<file path="src/rtl/evt_pulse_gen.sv">
// Programmable event-pulse generator: periodic one-cycle evt pulses, burst or continuous.
// Optional evt-driven toggle output enabled by `EVT_PULSE_GEN_TOGGLE_EN.
module evt_pulse_gen #(
  parameter int CNT_W   = 16,
  parameter int BURST_W = 8
) (
  input  logic               clk,
  input  logic               rst_n,
  input  logic               start,
  input  logic               stop,
  input  logic [CNT_W-1:0]   period,
  input  logic [BURST_W-1:0] burst,
  output logic               evt,
  output logic               busy,
  output logic               done,
  output logic [BURST_W-1:0] evt_cnt
`ifdef EVT_PULSE_GEN_TOGGLE_EN
  ,
  output logic               tgl
`endif
);

  typedef enum logic [1:0] {
    ST_IDLE = 2'd0,
    ST_RUN  = 2'd1,
    ST_DONE = 2'd2
  } state_t;

  localparam logic [CNT_W-1:0]   CNT_ONE = CNT_W'(1);
  localparam logic [BURST_W-1:0] EVT_ONE = BURST_W'(1);

  state_t             state_q, state_d;
  logic [CNT_W-1:0]   cnt_q, cnt_d;
  logic [CNT_W-1:0]   per_q, per_d;
  logic [BURST_W-1:0] bur_q, bur_d;
  logic [BURST_W-1:0] evt_cnt_q, evt_cnt_d;
  logic               evt_q, evt_d;
  logic               busy_q, busy_d;
  logic               done_q, done_d;

  always_comb begin
    state_d   = state_q;
    cnt_d     = cnt_q;
    per_d     = per_q;
    bur_d     = bur_q;
    evt_cnt_d = evt_cnt_q;
    evt_d     = 1'b0;
    busy_d    = 1'b0;
    done_d    = 1'b0;
    case (state_q)
      ST_IDLE: begin
        if (start && !stop) begin
          state_d   = ST_RUN;
          per_d     = (period == '0) ? CNT_ONE : period;
          bur_d     = burst;
          evt_cnt_d = '0;
          cnt_d     = CNT_ONE;
          busy_d    = 1'b1;
        end
      end
      ST_RUN: begin
        // Completion is seen one edge after the final event, so busy spans that event cycle.
        if (stop) begin
          state_d = ST_IDLE;
        end else if (bur_q != '0 && evt_cnt_q == bur_q) begin
          state_d = ST_DONE;
          done_d  = 1'b1;
        end else begin
          busy_d = 1'b1;
          if (cnt_q == per_q) begin
            evt_d     = 1'b1;
            cnt_d     = CNT_ONE;
            evt_cnt_d = evt_cnt_q + EVT_ONE;
          end else begin
            cnt_d = cnt_q + CNT_ONE;
          end
        end
      end
      default: begin
        state_d = ST_IDLE;
      end
    endcase
  end

  always_ff @(posedge clk) begin
    if (!rst_n) begin
      state_q   <= ST_IDLE;
      cnt_q     <= '0;
      per_q     <= '0;
      bur_q     <= '0;
      evt_cnt_q <= '0;
      evt_q     <= 1'b0;
      busy_q    <= 1'b0;
      done_q    <= 1'b0;
    end else begin
      state_q   <= state_d;
      cnt_q     <= cnt_d;
      per_q     <= per_d;
      bur_q     <= bur_d;
      evt_cnt_q <= evt_cnt_d;
      evt_q     <= evt_d;
      busy_q    <= busy_d;
      done_q    <= done_d;
    end
  end

  assign evt     = evt_q;
  assign busy    = busy_q;
  assign done    = done_q;
  assign evt_cnt = evt_cnt_q;

`ifdef EVT_PULSE_GEN_TOGGLE_EN
  logic tgl_q, tgl_d;

  always_comb begin
    tgl_d = tgl_q ^ evt_d;
  end

  always_ff @(posedge clk) begin
    if (!rst_n) begin
      tgl_q <= 1'b0;
    end else begin
      tgl_q <= tgl_d;
    end
  end

  assign tgl = tgl_q;
`endif

endmodule

</file>
<file path="config.mk">
export PLATFORM = sky130hd
export DESIGN_NAME = evt_pulse_gen
export DESIGN_NICKNAME = d
export VERILOG_FILES = /design/src/rtl/evt_pulse_gen.sv
export SDC_FILE = /design/constraint.sdc
export NUM_CORES = 1
export LEC_CHECK = 0
export BUFFER_PORTS_ARGS = -buffer_cell sky130_fd_sc_hd__buf_2
export CORE_ASPECT_RATIO = 0.6
export CORE_MARGIN = 2
export CORE_UTILIZATION = 61
export DETAILED_ROUTE_END_ITERATION = 10
export HOLD_SLACK_MARGIN = 0.06
export PLACE_DENSITY = 0.85
export SYNTH_ARGS = -nofsm -noshare
export SYNTH_HDL_FRONTEND = slang
export SYNTH_SLANG_ARGS = --single-unit
</file>
<file path="constraint.sdc">
create_clock -name clk -period 4 [get_ports clk]
set_input_delay 0.4 -clock clk [delete_from_list [all_inputs] [get_ports clk]]
set_output_delay 0.4 -clock clk [all_outputs]
set_load 0.005 [all_outputs]
</file>
# --- Word level (Yosys, flattened, before mapping) ---
# Index checks and enable logic that the tools add are counted.
word_totals:
  reg_bits: 53
  out_inout_bits: 11
classes:
  n_addsub: 2
  n_eq_ne: 8
  muxes: 21
  bitwise_logic: 2
  reduce_logical: 13
op_table:
  columns: ["op", "n"]
  rows:
  - ["$mux W16", 5]
  - ["$mux W8", 4]
  - ["$pmux W16 S2", 1]
  - ["$add A16 B1 Y16 const B", 1]
  - ["$eq A16 B16 Y1", 1]
  - ["$logic_not A16 Y1", 1]
  - ["$pmux W8 S2", 1]
  - ["$add A8 B1 Y8 const B", 1]
  - ["$eq A8 B8 Y1", 1]
  - ["$ne A2 B2 Y1 const B", 4]
  - ["$reduce_bool A8 Y1", 1]
  - ["$mux W2", 3]
  - ["$mux W1", 5]
  - ["$reduce_and A5 Y1", 1]
  - ["$pmux W2 S2", 1]
  - ["$reduce_and A2 Y1", 2]
  - ["$reduce_and A4 Y1", 1]
  - ["$reduce_or A4 Y1", 1]
  - ["$ne A3 B3 Y1 const B", 1]
  - ["$reduce_or A3 Y1", 1]
  - ["$eq A2 B1 Y1 const B", 1]
  - ["$logic_and A1 B1 Y1", 2]
  - ["$logic_not A2 Y1", 1]
  - ["$not A1 Y1", 2]
  - ["3 further kinds", 3]

# --- Logic depth before layout (Yosys ltp) ---
# Gate-level depths: netlist of the first run.
logic_depth:
  depth_word: 5
  depth_mapped: 9
  mapped_depth_nobuf: 7

# --- Least setup slack after synthesis of the first run ---
# Ideal clock, no wire load.
synth_path:
  path_type: "flip-flop to flip-flop"
  startpoint: "reg cnt_q[4]"
  endpoint: "reg evt_cnt_q[3] (netlist: evt_cnt[3])"
  setup_ns: 0.121
  arrival_ns: 1.633
  setup_slack_ns: 2.247
  path_stages_with_launch: 9
  path_buffers: 2
  period_less_slack_ns: 1.753
  cell_sequence: "dfxtp_1 > buf_6 > xnor2_1 > nand4_1 > nor4_2 > buf_4 > nand3_1 > a21o_1 > mux2_2"
synth_via:
  elab_chain_len: 3
synth_lines:
  columns: ["element", "line", "source"]
  rows:
  - ["from (decl)", "33", "logic [CNT_W-1:0] cnt_q, cnt_d;"]
  - ["from (signal assigned)", "97", "cnt_q <= cnt_d;"]
  - ["$eq A16 B16 Y1", "70", "if (cnt_q == per_q) begin"]
  - ["$ne A2 B2 Y1 (no line)", null, null]
  - ["$reduce_and A5 Y1 (no line)", null, null]
  - ["to (signal assigned)", "100", "evt_cnt_q <= evt_cnt_d;"]
  - ["to (decl)", "36", "logic [BURST_W-1:0] evt_cnt_q, evt_cnt_d;"]
# Every way passes these cells.
# A chain may end at the register's enable or synchronous reset.

# --- Final worst setup path of the first run ---
layout_path:
  startpoint: "reg evt_cnt_q[5] (netlist: evt_cnt[5])"
  endpoint: "reg evt_cnt_q[0] (netlist: evt_cnt[0])"
layout_via:
  elab_chain_len: 4
layout_lines:
  columns: ["element", "line", "source"]
  rows:
  - ["$eq A8 B8 Y1", "65", "end else if (bur_q != '0 && evt_cnt_q == bur_q) begin"]
  - ["$logic_and A1 B1 Y1", "65", null]
  - ["$ne A2 B2 Y1 (no line)", null, null]
  - ["$reduce_and A5 Y1 (no line)", null, null]
# Every way passes these cells.

==> results of run 1 <==
power by group:
part / leakage, nW / total, mW / switching (mW) / internal (mW)
Combinational: 0.639 / 0.127 / 0.0765 / 0.0502
Sequential: 0.430 / 0.556 / 0.0137 / 0.542
Clock: 0.0506 / 0.327 / 0.196 / 0.131
Total: 1.12 / 1.01 / 0.286 / 0.724
cells by family (layout without fill, tap and decap cells):
group / Yosys count / in the layout / share of synthesized area, %
adders and majority gates: 2 / 2 / 0.9609
buffers and inverters: 22 / 52 / 4.373
xor gates and xnor gates: 24 / 24 / 8.073
AOI/OAI and AO/OA: 77 / 77 / 18.41
DFF: 53 / 53 / 40.75
muxes: 2 / 2 / 0.8649
and+or+nand+nor: 142 / 142 / 26.57
metrics by stage:
stage,instances,total power [mW]
finish,412,1.009
global route,412,1.053
CTS,412,1.012
detailed placement,404,0.6924
global placement,404,0.6884
floorplan,322,0.6565
path summary, 6_finish.rpt:
path / depth (start not counted) / slack, ps / to
setup / recovery: 6 / 1600 / evt_cnt[0]
hold / removal: 3 / 300 / bur_q[1]
setup reg to reg: 6 / 1600 / evt_cnt[0]
hold reg to reg: 2 / 480 / per_q[3]
placed cells by master (no fill, tap or decap), types with 5 or more instances in the layout:
cell type,instances
a21o_1,6
a21oi_1,34
and3_1,5
buf_2,38
clkbuf_8,5
dfxtp_1,53
nand2_1,71
nand3_1,12
nand4_1,8
nor2_1,12
nor3_1,5
nor4_1,7
o21ai_0,11
o31ai_1,5
xnor2_1,22
layout make-up:
| type | count | area, um^2 | area share [%] |
|---|---|---|---|
| sequential | 53 | 1061 | 36.63 |
| inverter | 2 | 7.507 | 0.2592 |
| clock buffer | 5 | 68.82 | 2.376 |
| tap | 60 | 75.07 | 2.592 |
| clock inverter | 3 | 28.78 | 0.9935 |
| multi-input combinational | 247 | 1435 | 49.55 |
| timing repair buffer | 42 | 220.2 | 7.603 |
sequential cells by signal, indices dropped and copies added, names as in the netlist:
register,count
evt,1
bur_q,8
busy,1
cnt_q,16
per_q,16
done,1
evt_cnt,8
state_q,2
worst reg2reg max path: cells and delay by family (launching register included):
| family | cells | cell delay, ps |
|---|---|---|
| muxes | 1 | 140 |
| AOI/OAI and AO/OA | 3 | 940 |
| DFF | 1 | 390 |
| and+or+nand+nor | 1 | 690 |
| xor gates and xnor gates | 1 | 190 |
metal layers:
metal / GRT usage (%) / vias up / part of all wire [%]
met2: 36.59 / 115 / 39
met1: 43.43 / 1141 / 51
met3: 6.637 / 11 / 8.7
met5: 0 / - / 0
met4: 5.556 / 0 / 0.86
li1: - / 1203 / -
cell usage after synthesis, types with 2 or more instances:
cell type,n
a31oi_1,2
nand4_1,8
a21oi_1,34
nor3_1,5
nor2_1,12
or3_1,2
ha_1,2
o211ai_1,3
inv_1,2
buf_6,3
a21o_1,6
nand3_1,12
buf_2,3
o21ai_0,11
and3_1,5
xnor2_1,22
or4_1,4
clkbuf_1,12
nand2_1,71
o31ai_1,5
dfxtp_1,53
o21ai_1,2
mux2_2,2
nor4_1,7
xor2_1,2
nand3b_1,2
and4_1,2
and2_1,4
o22ai_2,2
==> impl_metrics.json, run 1 <==
{
  "power.leakage_nw": 1.119,
  "drive_gt1_share_pct": 17.33,
  "first_iter_violations": 244,
  "grt_first_pass_wirelength_um": 9929,
  "postPlaceCellArea_um2": 2799,
  "area_delta_synth_final_pct": 11.24,
  "grt_max_degree": 30,
  "utilization_pct": 70.67,
  "yosysSeqAreaShare_pct": 40.75,
  "insertion_delay_ps": 320,
  "clk_root_buffer_cell": "clkbuf_8",
  "cp-start-kind": "register",
  "routed_via_density": 5.995,
  "endpoint_kind": "register",
  "critical-path-slowest-cell": "nor2_2",
  "ir_worst_vdd_mv": 0.2033,
  "synth.top_cell.area_share_pct": 40.75,
  "gp_congestion": 0.8527,
  "whs_ps": 304.2,
  "ys_dominant_reg_cell": "dfxtp_1",
  "fin_ws_ps": 1600,
  "worst_slew_pin_slew_ps": 902.5,
  "syn_inst": 322,
  "tns_ps": 0,
  "post_cts_resized": 0,
  "wl_per_cell_um": 15.44,
  "cts.sinks": 53,
  "outcome": "finished clean",
  "maxCapViolations": 0,
  "arrival_ps": 2670,
  "synth_enable_flop_cells": 0,
  "port_buffers": 38,
  "postCtsHoldBufs": 0,
  "dp_hpwl_um": 4640,
  "critical_path_required_ps": 4270,
  "hold_path_class": "in -> reg",
  "stdcell_area_um2": 2897,
  "crit_chain": "xor2_1 -> a211o_1 -> o31a_1 -> nor2_2 -> o21a_1 -> mux2_2",
  "final_nets": 381,
  "synth_top_area_cell": "dfxtp_1",
  "cp-startpoint": "evt_cnt[5]",
  "synth_cell_types": 51,
  "antenna_found_initial": 0,
  "relSlewSlack_pct": 39.76,
  "core_area_um2": 4099,
  "final_hold_viol_count": 0,
  "rows": 18,
  "vias": 2470,
  "clockBufferDepth": 2,
  "syn_avg_cell_area_um2": 8.086,
  "die_h_um": 54.61,
  "io_pins": 39,
  "die_x_um": 88.35,
  "fillerInstances": 347,
  "cts_tree": "built",
  "min_from": "burst[1]",
  "path_buf_inv": 0,
  "numCtsBuffers": 5,
  "die_area_um2": 4824,
  "slew_viol_final": 0,
  "place_worst_setup_slack_ps": 1628,
  "synth_top_cells_by_area": "dfxtp_1 41%, nand2_1 10%, xnor2_1 7.4%, a21oi_1 6.5%, nand3_1 2.3%",
  "synth_area_um2": 2604,
  "h-tree-depth": 2,
  "rsz0062_at_grt": "false",
  "drc": 0,
  "finClkSkew_ps": 9.619,
  "grt_pass1_vias": 1977,
  "diodes": 0,
  "clkSlewWorstSetupHoldPaths_ps": 110,
  "postCtsSetupBuffers": 0,
  "period_share_pct": 59.99,
  "path_max_fanout": 20,
  "synth_nets": 352,
  "rr_startpoint": "evt_cnt[5]",
  "cpPeakStageDelay_ps": 690,
  "critical_path_class": "reg -> reg",
  "ys.warnings.count": 0,
  "cp_top_family": "compound AO/OA/AOI/OAI gates",
  "grt-ovfl-total": 0,
  "setup_violations": 0,
  "min_period_ps": 2400,
  "wl_um": 6361,
  "synthArstFlopShare_pct": 0,
  "clock.fmax_ghz": 0.4168,
  "first_pass_iters": 5,
  "p_per_area_nw_per_um2": 348.4,
  "grt_usage_pct": 27.39,
  "start_util_pct": 63.52,
  "ant_nets": 0,
  "synth_seq_cells": 53
}
No activity file was read; power rests on OpenSTA's default activity.
==> run 2, diff against run 1 <==
--- a/config.mk
+++ b/config.mk
@@ -8,10 +8,10 @@
 export BUFFER_PORTS_ARGS = -buffer_cell sky130_fd_sc_hd__buf_2
 export CORE_ASPECT_RATIO = 0.6
 export CORE_MARGIN = 2
-export CORE_UTILIZATION = 61
+export CORE_UTILIZATION = 51
 export DETAILED_ROUTE_END_ITERATION = 10
 export HOLD_SLACK_MARGIN = 0.06
-export PLACE_DENSITY = 0.85
+export PLACE_DENSITY = 0.75
 export SYNTH_ARGS = -nofsm -noshare
 export SYNTH_HDL_FRONTEND = slang
 export SYNTH_SLANG_ARGS = --single-unit
==> constraint.sdc (replaced) <==
create_clock -name clk -period 2.2 [get_ports clk]
set_input_delay 0.22 -clock clk [delete_from_list [all_inputs] [get_ports clk]]
set_output_delay 0.22 -clock clk [all_outputs]
set_load 0.005 [all_outputs]
==> impl_metrics.json, run 2 (synthesis gave the netlist of run 1 again) <==
{
  "die_area_um2": 5712,
  "diodes": 0,
  "outcome": "finished clean",
  "p_int_mw": 1.421,
  "place_worst_setup_slack_ps": 141.8,
  "endpoint_kind": "register",
  "routed_via_density": 5.822,
  "die_h_um": 59.35,
  "rows": 20,
  "p_per_area_nw_per_um2": 644.9,
  "setup_violations": 0,
  "final_common_cell": "nand2_1",
  "period_share_pct": 94.23,
  "critical_path_class": "reg -> reg",
  "gp_congestion": 0.9806,
  "utilization_pct": 59.90,
  "hold_path_class": "in -> reg",
  "cts.sinks": 53,
  "clk_root_buffer_cell": "clkbuf_8",
  "maxCapViolations": 0,
  "clkSlewWorstSetupHoldPaths_ps": 100,
  "relSlewSlack_pct": 57.95,
  "final_hold_viol_count": 0,
  "finalPower_mw": 1.924,
  "die_x_um": 96.25,
  "final_nets": 390,
  "grt_usage_pct": 25.00,
  "multi_input_area_um2": 1435,
  "fin_ws_ps": 126.9,
  "grt_max_degree": 24,
  "drive_gt1_share_pct": 19.44,
  "first_pass_iters": 5,
  "p_clk_share_pct": 34.9,
  "cp-start-kind": "register",
  "wl_um": 6543,
  "power.leakage_nw": 1.169,
  "wl_per_cell_um": 15.36,
  "finClkSkew_ps": 6.780,
  "seqPwrFrac_pct": 52.6,
  "layout_common_cells": "71 x nand2_1, 52 x dfxtp_1, 38 x buf_2",
  "largestRegisters": "cnt_q x16, per_q x16",
  "whs_ps": 133.7,
  "area_delta_synth_final_pct": 14.56,
  "path_max_fanout": 19,
  "h-tree-depth": 2,
  "insertion_delay_ps": 310,
  "first_iter_violations": 253,
  "critical_path_required_ps": 2400,
  "switching_share_pct": 26.11,
  "grt_first_pass_wirelength_um": 10710,
  "clockBufferDepth": 2,
  "ant_nets": 0,
  "vias": 2480,
  "drc": 0,
  "ir_worst_vdd_mv": 0.3502,
  "regArea_um2": 1062,
  "fillerInstances": 458,
  "grt_pass1_vias": 2119,
  "cts_tree": "built",
  "start_util_pct": 52.29,
  "arrival_ps": 2280,
  "port_buffers": 38,
  "tns_ps": 0,
  "slew_viol_final": 0,
  "min_period_ps": 2073,
  "io_pins": 39,
  "numCtsBuffers": 5,
  "core_area_um2": 4980,
  "comb_power_share_pct": 12.5,
  "antenna_found_initial": 0,
  "rsz0062_at_grt": "false",
  "power.switching_uw": 502.1,
  "grt-ovfl-total": 0,
  "clock.fmax_ghz": 0.4824,
  "dp_hpwl_um": 4906,
  "worst_slew_pin_slew_ps": 628.4
}
==> run 2: cell count changes in the layout (fill, tap and decap cells not counted), sizes merged <==
cell	change
buf	+9
inv	-1
clkinv	-1
bufinv	+1
==> run 2: worst max-delay path, cell delays in order (launching register included) <==
cell and delay, ps:
dfxtp_1 480, xnor2_1 150, nand4_1 150, nor4_2 350, buf_4 280, nand3_1 120, a21o_1 190, mux2_2 250
==> run 2: area by class of cell <==
type,instances,area share (%)
Timing Repair Buffer,51,9.648
Tap cell,66,2.768
Sequential cell,53,35.61
Clock inverter,2,1.300
Clock buffer,5,2.307
Inverter,2,0.2517
Multi-Input combinational cell,247,48.11
==> run 2: stage by stage <==
step                instances  instance area [um^2]
floorplan                 322                  2604
global placement          419                  2874
detailed placement        419                  2874
CTS                       426                  2982
global route              426                  2983
finish                    426                  2983
==> run 2: power groups by stage <==
stage | Combinational (mW) | Clock (mW) | Sequential, mW
2_1_floorplan | 0.169 | 0 | 1.02
3_3_place_gp | 0.232 | 0 | 1.03
3_5_place_dp | 0.238 | 0 | 1.03
4_1_cts | 0.239 | 0.675 | 1.01
5_1_grt | 0.267 | 0.712 | 1.02
6_report | 0.241 | 0.671 | 1.01
==> run 2: path summary, 6_finish.rpt <==
check,start,cells after the start,slack (ps),to
setup / recovery,cnt_q[13],7,130,evt_cnt[3]
hold reg to reg,per_q[12],2,480,per_q[12]
hold / removal,burst[1],3,130,bur_q[1]
setup reg to reg,cnt_q[13],7,130,evt_cnt[3]
==> run 2: timing repair <==
item | 4_1_cts | 5_1_grt
setup endpoints to repair | 0 | 1
resized for setup | 0 | 1
hold buffers | 0 | 0
setup buffers | 0 | 0
==> run 2: metal layers <==
layer	vias up	wire length, um	track usage [%]
met5	-	0	0
met4	0	40	4.286
met3	6	642	5.089
met2	101	2578	32.54
met1	1154	3282	41.53
li1	1219	-	-
